$ cat src/rtl/scan_code_unloader_pkg.sv
`default_nettype none
// ============================================================================
// Module  : scan_unload_defs (package)
// Brief   : Shared FSM encodings and default geometry for the scan-code history path.
// Revision: 1.0 - initial release
// ============================================================================
package scan_unload_defs;

    localparam int c_DEF_DEPTH = 8;
    localparam int c_DEF_WIDTH = 8;

    typedef enum logic [1:0] {
        c_ST_IDLE = 2'd0,
        c_ST_SCAN = 2'd1,
        c_ST_SEND = 2'd2,
        c_ST_DONE = 2'd3
    } state_t;

endpackage
`default_nettype wire

$ cat src/rtl/scan_code_unloader.sv
`default_nettype none
// ============================================================================
// Module  : scan_code_unloader
// Brief   : Snapshots the scan-code history slots and streams them oldest-first
//           over a valid/ready handshake, optionally skipping empty slots.
// Revision: 1.0 - initial release
// ============================================================================
module scan_code_unloader
    import scan_unload_defs::*;
#(
    parameter int DEPTH     = c_DEF_DEPTH,
    parameter int WIDTH     = c_DEF_WIDTH,
    parameter int SKIP_ZERO = 1
) (
    input  logic                     clk,
    input  logic                     rst,
    input  logic [DEPTH*WIDTH-1:0]   vin,
    input  logic                     start,
    input  logic                     byte_ready,
    output logic                     byte_valid,
    output logic [WIDTH-1:0]         byte_data,
    output logic [$clog2(DEPTH)-1:0] byte_idx,
    output logic                     last,
    output logic                     busy,
    output logic                     done
);

    localparam int             c_IW   = $clog2(DEPTH);
    localparam logic [c_IW-1:0] c_LAST = c_IW'(DEPTH - 1);
    localparam logic [c_IW-1:0] c_ONE  = c_IW'(1);

    state_t            r_state;
    logic [WIDTH-1:0]  r_snap [DEPTH];
    logic [c_IW-1:0]   r_idx;
    logic              r_byte_valid;
    logic [WIDTH-1:0]  r_byte_data;
    logic [c_IW-1:0]   r_byte_idx;
    logic              r_last;
    logic              r_busy;
    logic              r_done;

    logic [WIDTH-1:0]  w_cur;
    logic              w_at_last;
    logic              w_skip;

    // DEPTH:1 snapshot mux; idx never exceeds DEPTH-1 so the read is always in range
    assign w_cur     = r_snap[r_idx];
    assign w_at_last = (r_idx == c_LAST);
    assign w_skip    = (SKIP_ZERO != 0) && (w_cur == '0);

    always_ff @(posedge clk) begin
        if (rst) begin
            r_state      <= c_ST_IDLE;
            for (int k = 0; k < DEPTH; k++) begin
                r_snap[k] <= '0;
            end
            r_idx        <= '0;
            r_byte_valid <= 1'b0;
            r_byte_data  <= '0;
            r_byte_idx   <= '0;
            r_last       <= 1'b0;
            r_busy       <= 1'b0;
            r_done       <= 1'b0;
        end else begin
            r_done <= 1'b0;
            case (r_state)
                c_ST_IDLE: begin
                    if (start) begin
                        for (int k = 0; k < DEPTH; k++) begin
                            r_snap[k] <= vin[k*WIDTH +: WIDTH];
                        end
                        r_idx   <= '0;
                        r_busy  <= 1'b1;
                        r_state <= c_ST_SCAN;
                    end
                end
                c_ST_SCAN: begin
                    if (w_skip) begin
                        if (w_at_last) begin
                            r_done  <= 1'b1;
                            r_state <= c_ST_DONE;
                        end else begin
                            r_idx <= r_idx + c_ONE;
                        end
                    end else begin
                        r_byte_data  <= w_cur;
                        r_byte_idx   <= r_idx;
                        r_byte_valid <= 1'b1;
                        r_last       <= w_at_last;
                        r_state      <= c_ST_SEND;
                    end
                end
                c_ST_SEND: begin
                    if (byte_ready) begin
                        r_byte_valid <= 1'b0;
                        r_last       <= 1'b0;
                        if (w_at_last) begin
                            r_done  <= 1'b1;
                            r_state <= c_ST_DONE;
                        end else begin
                            r_idx   <= r_idx + c_ONE;
                            r_state <= c_ST_SCAN;
                        end
                    end
                end
                c_ST_DONE: begin
                    // start is deliberately not sampled here, so it cannot chain a new drain
                    r_busy  <= 1'b0;
                    r_state <= c_ST_IDLE;
                end
                default: begin
                    r_state <= c_ST_IDLE;
                end
            endcase
        end
    end

    assign byte_valid = r_byte_valid;
    assign byte_data  = r_byte_data;
    assign byte_idx   = r_byte_idx;
    assign last       = r_last;
    assign busy       = r_busy;
    assign done       = r_done;

endmodule
`default_nettype wire
$ cat config.mk
export PLATFORM = sky130hd
export DESIGN_NAME = scan_code_unloader
export DESIGN_NICKNAME = d
export VERILOG_FILES = /design/src/rtl/scan_code_unloader_pkg.sv /design/src/rtl/scan_code_unloader.sv
export SDC_FILE = /design/constraint.sdc
export NUM_CORES = 1
export LEC_CHECK = 0
export ABC_CLOCK_PERIOD_IN_PS = 5600
export CAP_MARGIN = 10
export CORE_ASPECT_RATIO = 0.8
export CORE_MARGIN = 5
export CORE_UTILIZATION = 35
export DETAILED_ROUTE_END_ITERATION = 16
export SYNTH_ARGS = -nofsm -noshare
export SYNTH_HDL_FRONTEND = slang
export SYNTH_SLANG_ARGS = --single-unit
$ cat constraint.sdc
create_clock -name clk -period 5.6 [get_ports clk]
set_input_delay 0.84 -clock clk [delete_from_list [all_inputs] [get_ports clk]]
set_output_delay 0.84 -clock clk [all_outputs]
set_load 0.005 [all_outputs]
==> run_results.csv, run 1 <==
group,metric,value,unit
run_status,status,"finished, final reports clean",
pwr,ir_drop,0.000188,V
placement,hpwl,5760,µm
global_routing,grtUsageMet3,0.0592,
sta,maxSlewHeadroom,0.429,
critical_path,slowest_delay,0.88,ns
clock_tree,clock_sinks,87,
critical_path,crit_path_max_fanout,17,
clock_tree,ctsHtreeMaxLevel,3,
synth,synth_ff_type,"edfxtp_1",
route,post_drt_wl_per_cell,15.8,µm
floorplanning,pin_count,83,
global_routing,grt_pass1_wl,12700,µm
synth,syn_area_per_cell,14.1,µm²
cells_and_area,final_cell_mix,"clkdlybuf4s50_1 (82), edfxtp_1 (64), and2_1 (48), dfxtp_1 (23), nand2_1 (22)",
global_routing,grt.busiest_layer,"met2",
critical_path,cp_slowest_cell,"dfxtp_1",
cells_and_area,nets,431,
route,drc_errors,0,
job,maxCapViolCount,0,
clock_tree,root_buffer,"clkbuf_16",
clock_tree,insertion_delay,0.33,ns
global_routing,antenna_found_initial,0,
sta,fin_setup_tns,0,ns
global_routing,grt_use_met1,0.169,
route,drt_iter0_drc,158,
synth,ys_ff_latch,87,
sta,worstMarginPinSlew,0.855,ns
synth,yosys_warnings,0,
sta,fin_crit,3.42,ns
sta,skew,0.00623,ns
floorplanning,die_x,128,µm
floorplanning,coreArea,0.0109,mm²
placement,io_buffers,82,
floorplanning,die_h,105,µm
synth,synth_top_cell_area_share,0.489,
critical_path,critPathTopFamily,"multiplexers",
clock_tree,clock_path_buffers,2,
clock_tree,tritoncts,"built",
min_path,hp-class,"reg2reg",
global_routing,grt_util_all_layers,0.122,
global_routing,grt_max_degree,49,
route,drt-total-wl,8010,µm
critical_path,path_cells,"mux4_1, mux2_2, or4_4, o21ai_4, a31oi_1, a311oi_2",
clock_tree,post_cts_buffers,0,
min_path,holdCritStartpoint,"byte_data[6]$_SDFFE_PP0P_",
cells_and_area,utilization,0.471,
sta,period_share,0.611,
cells_and_area,drive_gt1_frac,0.0909,
sta,slew_viol_final,0,
route,via_per_inst,4.63,
floorplanning,start_util,0.359,
synth,async_flop_share,0,
placement,gp_congestion,0.754,
critical_path,critPathLaunchType,"flip-flop",
route,vias,2348,
clock_tree,path_clk_slew,0.06,ns
synth,yosysTopAreaCell,"edfxtp_1",
sta,timing.fmax,292,MHz
sta,final_hold_viol_count,0,
synth,synth_area_leaders,"edfxtp_1 (49%), dfxtp_1 (12%), mux4_1 (11%)",
cells_and_area,n_antenna_cell,0,
sta,rsz0062_at_grt,"no",
clock_tree,post_cts_resized,0,
critical_path,cp.arrival,3.65,ns
synth,syn_area,0.00393,mm²
pwr,cellPowerDensity,389,mW/mm²
global_routing,grt.overflow.total,0,
critical_path,path_class,"reg2reg",
synth,syn_nets,352,
floorplanning,num_rows,34,
sta,setup_viol,0,
placement,placed_cell_area,0.00486,mm²
synth,synth_cell_types,38,
critical_path,critPathCaptureType,"flip-flop",
route,route.antenna.remaining_nets,0,
synth,ys_seq_area_frac,0.607,
synth,synthCells,279,
global_routing,grt_pass1_vias,2459,
pwr,cellLeakagePower,1.91,nW
global_routing,use_met2,0.172,
clock_tree,cts_buffers,9,
critical_path,crit_buf_inv,0,
clock_tree,ctsHoldBuffers,0,
synth,synth_edf_count,64,
cells_and_area,fin_area,0.00514,mm²
cells_and_area,layout_commonest_cell,"clkdlybuf4s50_1",
floorplanning,dieArea,0.0135,mm²
cells_and_area,area_growth,31.0,%
route,dr.pass1.iters,4,
critical_path,required,5.83,ns
-- flip-flops by register name (all words and copies together) (netlist names), named ones only --
register,count
byte_valid,1
byte_data,8
r_idx,3
last,1
r_state,2
byte_idx,3
done,1
r_snap,64
busy,1
-- synthesized netlist by cell type (all sizes together), types with 2 or more instances --
| library cell | count |
|---|---|
| nand2b | 5 |
| mux2 | 8 |
| mux4 | 16 |
| nor2 | 7 |
| and2 | 48 |
| a21oi | 10 |
| mux2i | 3 |
| nor3 | 3 |
| inv | 6 |
| a21boi | 2 |
| edfxtp | 64 |
| dfxtp | 23 |
| nand2 | 22 |
| clkbuf | 12 |
| buf | 4 |
| o31a | 2 |
| nand3 | 2 |
| or4 | 3 |
| o21ai | 4 |
| ha | 5 |
| nor2b | 18 |
| o31ai | 2 |
-- report_power, final --
part / switching [mW] / leakage (nW) / internal, mW / total (mW)
Combinational: 0.229 / 0.898 / 0.270 / 0.499
Sequential: 0.0769 / 0.874 / 0.857 / 0.934
Clock: 0.224 / 0.134 / 0.343 / 0.567
-- path summary, 6_finish.rpt --
check | endpoint | slack, ns | depth (start not counted)
max | flip-flop | 2.18 | 6
min | byte_data[6]$_SDFFE_PP0P_ | 0.47 | 2
max reg2reg | flip-flop | 2.18 | 6
min reg2reg | byte_data[6]$_SDFFE_PP0P_ | 0.47 | 2
-- layout make-up --
class,instances,area [µm²]
fill,969,5790
sequential,87,2380
multi-input combinational,170,1440
timing repair buffer,84,836
clock buffer,12,236
tap,144,180
clock inverter,4,46.3
inverter,6,22.5
-- per-layer routing --
layer | routed length [µm] | up-vias
li1 | - | 1177
met1 | 3890 | 1094
met2 | 3460 | 72
met3 | 610 | 5
met4 | 51 | 0
met5 | 0 | -
-- worst register-to-register path, stage by stage (launching register included) --
cell and delay (ns):
dfxtp_1 0.88, mux4_1 0.65, mux2_2 0.29, or4_4 0.58, o21ai_4 0.45, a31oi_1 0.18, a311oi_2 0.30
-- cells by family (layout without fill, tap and decap cells) --
kind of cell | Yosys count | count (layout) | share of synthesized area
buffers and inverters | 22 | 106 | 0.0290
AND/OR/NAND/NOR | 112 | 112 | 0.163
multiplexers | 27 | 27 | 0.138
adder cells (fa/ha/maj) | 5 | 5 | 0.0159
AO/OA/AOI/OAI | 26 | 26 | 0.0478
flip-flops | 87 | 87 | 0.607
-- stage by stage --
step | total power [mW] | worst slack (ns) | cells | hold WS [ns]
6_report | 2.00 | 2.18 | 507 | 0.471
2_1_floorplan | 1.29 | 2.43 | 279 | 0.453
3_3_place_gp | 1.44 | 2.25 | 491 | 0.458
5_1_grt | 2.10 | 1.96 | 507 | 0.506
3_5_place_dp | 1.45 | 2.13 | 491 | 0.465
4_1_cts | 2.02 | 2.11 | 507 | 0.473
(Power assumes the default switching activity.)
==> run 2, diff against run 1 <==
--- a/config.mk
+++ b/config.mk
@@ -5,7 +5,7 @@
 export SDC_FILE = /design/constraint.sdc
 export NUM_CORES = 1
 export LEC_CHECK = 0
-export ABC_CLOCK_PERIOD_IN_PS = 5600
+export ABC_CLOCK_PERIOD_IN_PS = 3100
 export CAP_MARGIN = 10
 export CORE_ASPECT_RATIO = 0.8
 export CORE_MARGIN = 5
==> constraint.sdc (replaced) <==
create_clock -name clk -period 3.1 [get_ports clk]
set_input_delay 0.465 -clock clk [delete_from_list [all_inputs] [get_ports clk]]
set_output_delay 0.465 -clock clk [all_outputs]
set_load 0.005 [all_outputs]
==> run_results.csv, run 2 (synthesis gave the netlist of run 1 again) <==
group,metric,value,unit
sta,slew_viol_final,0,
sta,worstMarginPinSlew,0.488,ns
critical_path,slowest_delay,0.58,ns
clock_tree,tritoncts,"built",
floorplanning,pin_count,83,
route,post_drt_wl_per_cell,15.2,µm
floorplanning,die_x,128,µm
cells_and_area,fin_area,0.00524,mm²
job,maxCapViolCount,0,
sta,timing.fmax,361,MHz
sta,period_share,0.893,
cells_and_area,drive_gt1_frac,0.118,
floorplanning,die_h,105,µm
critical_path,cp_slowest_cell,"or4_4",
run_status,status,"finished, final reports clean",
sta,maxSlewHeadroom,0.675,
route,drt_iter0_drc,117,
clock_tree,root_buffer,"clkbuf_16",
route,route.antenna.remaining_nets,0,
critical_path,path_cells,"buf_4, mux4_1, mux2_2, or4_4, nor3_2, a21boi_0, o211a_1",
clock_tree,cts_buffers,9,
cells_and_area,largest_register_ffs,64,
floorplanning,num_rows,34,
pwr,cellLeakagePower,1.97,nW
critical_path,path_class,"reg2reg",
clock_tree,ctsHoldBuffers,0,
critical_path,r2r_slack,0.33,ns
placement,placed_cell_area,0.00492,mm²
placement,hpwl,5880,µm
pwr,ir_drop,0.000289,V
cells_and_area,top_register,"r_snap",
sta,fin_crit,2.77,ns
global_routing,antenna_found_initial,0,
route,drc_errors,0,
route,dr.pass1.iters,5,
sta,skew,0.00587,ns
sta,rsz0062_at_grt,"no",
route,vias,2400,
clock_tree,path_clk_slew,0.06,ns
global_routing,grt_pass1_wl,12400,µm
route,via_per_inst,4.65,
critical_path,cp.arrival,3.00,ns
floorplanning,coreArea,0.0109,mm²
critical_path,required,3.33,ns
placement,gp_congestion,0.741,
global_routing,grt_max_degree,41,
cells_and_area,final_cell_mix,"clkdlybuf4s50_1 (82), edfxtp_1 (64), and2_1 (48), dfxtp_1 (23), nand2_1 (22)",
floorplanning,dieArea,0.0135,mm²
clock_tree,post_cts_buffers,0,
global_routing,grt_pass1_vias,2473,
min_path,hp-class,"reg2reg",
critical_path,critPathCaptureType,"flip-flop",
clock_tree,ctsHtreeMaxLevel,3,
route,wl_met1,3880,µm
cells_and_area,layout_commonest_cell,"clkdlybuf4s50_1",
clock_tree,insertion_delay,0.33,ns
pwr,cellPowerDensity,716,mW/mm²
global_routing,grt.overflow.total,0,
critical_path,crit_path_max_fanout,10,
sta,final_hold_viol_count,0,
route,dr_wl_met2,3330,µm
route,drt-total-wl,7860,µm
route,dr_wl_met3,539,µm
clock_tree,clock_path_buffers,2,
critical_path,critPathLaunchType,"flip-flop",
floorplanning,start_util,0.359,
cells_and_area,n_antenna_cell,0,
cells_and_area,area_growth,33.4,%
placement,io_buffers,82,
cells_and_area,nets,440,
clock_tree,post_cts_resized,0,
route,top_layer,"met4",
clock_tree,clock_sinks,87,
global_routing,grt_util_all_layers,0.120,
sta,fin_setup_tns,0,ns
sta,setup_viol,0,
-- run 2: changes by cell type in the layout (fill, tap and decap cells not counted), sizes merged --
cell    previous run  this run
buf                2        11
bufinv             1         2
clkbuf            12        11
clkinv             2         1
inv                6         7
-- run 2: worst max-delay path: cells and delay by family (launching register included) --
family	cells	cell delay, ns
AO/OA/AOI/OAI	2	0.35
flip-flops	1	0.34
multiplexers	2	0.86
AND/OR/NAND/NOR	2	0.91
buffers and inverters	1	0.21
-- run 2: power by group --
group / leakage [nW] / internal [mW] / switching, mW / total [mW]
registers: 0.874 / 1.55 / 0.0885 / 1.63
clock network: 0.150 / 0.707 / 0.422 / 1.13
logic: 0.942 / 0.528 / 0.460 / 0.988
total: 1.97 / 2.78 / 0.970 / 3.75
-- run 2: path summary, 6_finish.rpt --
kind	start	endpoint	cells after the start
setup / recovery	flip-flop	r_state[0]$_SDFFE_PP0P_	7
hold / removal	byte_data[5]$_SDFFE_PP0P_	byte_data[5]$_SDFFE_PP0P_	2
setup reg to reg	flip-flop	r_state[0]$_SDFFE_PP0P_	7
hold reg to reg	byte_data[5]$_SDFFE_PP0P_	byte_data[5]$_SDFFE_PP0P_	2
-- run 2: final cells by class --
type	instances	area [µm²]
multi-input cells	170	1440
clock inverters	5	81.3
repair buffers	93	903
inverters	6	22.5
well taps	144	180
clock buffers	11	233
flip-flops and latches	87	2380
fillers	964	5690
-- run 2: per-layer routing --
metal | track usage | up-vias
met2 | 0.168 | 76
li1 | - | 1195
met5 | 0 | -
met3 | 0.0464 | 12
met4 | 0.0386 | 0
met1 | 0.170 | 1117
-- run 2: through the flow --
step	hold WS (ns)	setup WS [ns]	utilization	instances	total power, mW
after floorplan	0.453	0.305	-	279	2.34
after global placement	0.459	0.382	0.450	500	2.65
final	0.463	0.330	0.479	516	3.75
after CTS	0.461	0.316	0.479	516	3.79
after detailed placement	0.453	0.331	0.450	500	2.67
after global routing	0.486	0.176	0.479	516	3.95
==> run 3, diff against run 2 <==
--- a/config.mk
+++ b/config.mk
@@ -5,12 +5,13 @@
 export SDC_FILE = /design/constraint.sdc
 export NUM_CORES = 1
 export LEC_CHECK = 0
-export ABC_CLOCK_PERIOD_IN_PS = 3100
+export ABC_CLOCK_PERIOD_IN_PS = 2530
 export CAP_MARGIN = 10
 export CORE_ASPECT_RATIO = 0.8
 export CORE_MARGIN = 5
 export CORE_UTILIZATION = 35
 export DETAILED_ROUTE_END_ITERATION = 16
+export SETUP_SLACK_MARGIN = 0.4
 export SYNTH_ARGS = -nofsm -noshare
 export SYNTH_HDL_FRONTEND = slang
 export SYNTH_SLANG_ARGS = --single-unit
==> constraint.sdc (replaced) <==
create_clock -name clk -period 2.53 [get_ports clk]
set_input_delay 0.3795 -clock clk [delete_from_list [all_inputs] [get_ports clk]]
set_output_delay 0.3795 -clock clk [all_outputs]
set_load 0.005 [all_outputs]
==> run_results.csv, run 3 (synthesis gave the netlist of run 1 again) <==
group,metric,value,unit
run_status,status,"finished, violations left",
run_status,violations,"negative setup slack",
critical_path,critPathLaunchType,"flip-flop",
sta,timing.fmax,375,MHz
critical_path,critPathTopFamily,"multiplexers",
route,vias,2473,
route,dr.pass1.iters,4,
global_routing,grt_max_degree,65,
sta,maxSlewHeadroom,0.721,
global_routing,antenna_found_initial,0,
critical_path,crit_buf_inv,3,
critical_path,cpMostUsedCell,"buf_12",
placement,placed_cells,505,
route,post_drt_wl_per_cell,16.0,µm
clock_tree,tritoncts,"built",
cells_and_area,nets,451,
floorplanning,coreArea,0.0109,mm²
floorplanning,pin_count,83,
clock_tree,root_buffer,"clkbuf_16",
pwr,cellLeakagePower,2.05,nW
route,drt_iter0_drc,125,
sta,rsz0062_at_grt,"yes",
pwr,finalPower,5.10,mW
sta,hold_slack,0.468,ns
clock_tree,insertion_delay,0.34,ns
cells_and_area,final_cell_mix,"clkdlybuf4s50_1 (82), edfxtp_1 (64), and2_1 (48), dfxtp_1 (22), nor2b_1 (18)",
global_routing,grt_pass1_vias,2584,
floorplanning,die_x,128,µm
route,drt-total-wl,8440,µm
sta,skew,0.00800,ns
clock_tree,cts_buffers,9,
sta,fin_setup_tns,-1.99,ns
clock_tree,clock_sinks,87,
clock_tree,ctsHtreeMaxLevel,3,
pwr,ir_drop,0.000588,V
critical_path,critPathCaptureType,"flip-flop",
sta,worstMarginPinSlew,0.415,ns
critical_path,path_cells,"buf_12, mux4_2, mux2_4, or4_4, o21ai_4, buf_12, buf_12, mux2i_1, nor2_1",
min_path,hp-class,"reg2reg",
sta,period_share,1.05,
sta,setup_viol,22,
sta,final_hold_viol_count,0,
cells_and_area,layout_commonest_cell,"clkdlybuf4s50_1",
cells_and_area,area_growth,40.7,%
cells_and_area,nFillCells,923,
placement,io_buffers,82,
placement,gp_congestion,0.725,
floorplanning,num_rows,34,
clock_tree,clock_path_buffers,2,
global_routing,grt.overflow.total,0,
critical_path,required,2.75,ns
cells_and_area,n_antenna_cell,0,
placement,hpwl,5930,µm
sta,slew_viol_final,0,
route,route.antenna.remaining_nets,0,
critical_path,cp_slowest_cell,"or4_4",
cells_and_area,largest_register_ffs,64,
route,drc_errors,0,
critical_path,path_class,"reg2reg",
clock_tree,path_clk_slew,0.06,ns
floorplanning,start_util,0.359,
pwr,cellPowerDensity,922,mW/mm²
job,maxCapViolCount,0,
route,via_per_inst,4.69,
cells_and_area,top_register,"r_snap",
global_routing,grt_util_all_layers,0.128,
cells_and_area,drive_gt1_frac,0.232,
floorplanning,dieArea,0.0135,mm²
sta,fin_ws,-0.137,ns
critical_path,r2r_slack,-0.14,ns
global_routing,grt_pass1_wl,13400,µm
critical_path,slowest_delay,0.55,ns
sta,fin_crit,2.67,ns
cells_and_area,instances_no_fill,527,
critical_path,cp.arrival,2.89,ns
floorplanning,die_h,105,µm
critical_path,crit_path_max_fanout,8,
run 3: worst reg2reg max path: stages (launching register included):
cell and delay, ns:
dfxtp_4 0.37, buf_12 0.14, mux4_2 0.51, mux2_4 0.30
or4_4 0.55, o21ai_4 0.19, buf_12 0.15, buf_12 0.11
mux2i_1 0.18, nor2_1 0.05
run 3: final timing paths:
kind,start,endpoint,cells after the start
hold reg to reg,byte_data[4]$_SDFFE_PP0P_,byte_data[4]$_SDFFE_PP0P_,2
setup reg to reg,flip-flop,byte_idx[0]$_SDFFE_PP0P_,9
setup / recovery,flip-flop,byte_idx[0]$_SDFFE_PP0P_,9
hold / removal,byte_data[4]$_SDFFE_PP0P_,byte_data[4]$_SDFFE_PP0P_,2
run 3: area by class of cell:
cell class                      count  area, µm²  area share
Timing Repair Buffer              104       1090       0.198
Sequential cell                    87       2390       0.432
Clock buffer                       10        229      0.0414
Inverter                            6       22.5     0.00407
Clock inverter                      6       85.1      0.0154
Multi-Input combinational cell    170       1530       0.277
Tap cell                          144        180      0.0326
run 3: per-stage QoR:
step                      area (µm²)  setup slack, ns   util
after global routing            5530           -0.214  0.506
final                           5530           -0.137  0.506
after global placement          5030           -0.130  0.460
after detailed placement        5030           -0.192  0.460
after CTS                       5420           -0.127  0.496
after floorplan                 3940          -0.0310      -
run 3: metal layers:
layer  share of wire  routed length, µm  GRT usage  up-vias
met2            0.45               3760      0.191       87
li1                -                  -          -     1210
met1            0.46               3890      0.173     1166
met5               0                  0          0        -
met3           0.078                656     0.0495       10
met4           0.014                122     0.0424        0
run 3: report_power, final:
group / total [mW] / switching (mW) / internal, mW / leakage, nW
logic: 1.68 / 0.720 / 0.959 / 1.02
clock network: 1.38 / 0.517 / 0.861 / 0.150
registers: 2.04 / 0.139 / 1.90 / 0.875
run 3: timing repair:
| action | CTS | global route |
|---|---|---|
| endpoints found under the setup margin | 22 | 22 |
| hold buffers | 0 | 0 |
| resized for setup | 27 | 25 |
| setup buffers | 4 | 2 |
| pin swaps | 11 | 10 |
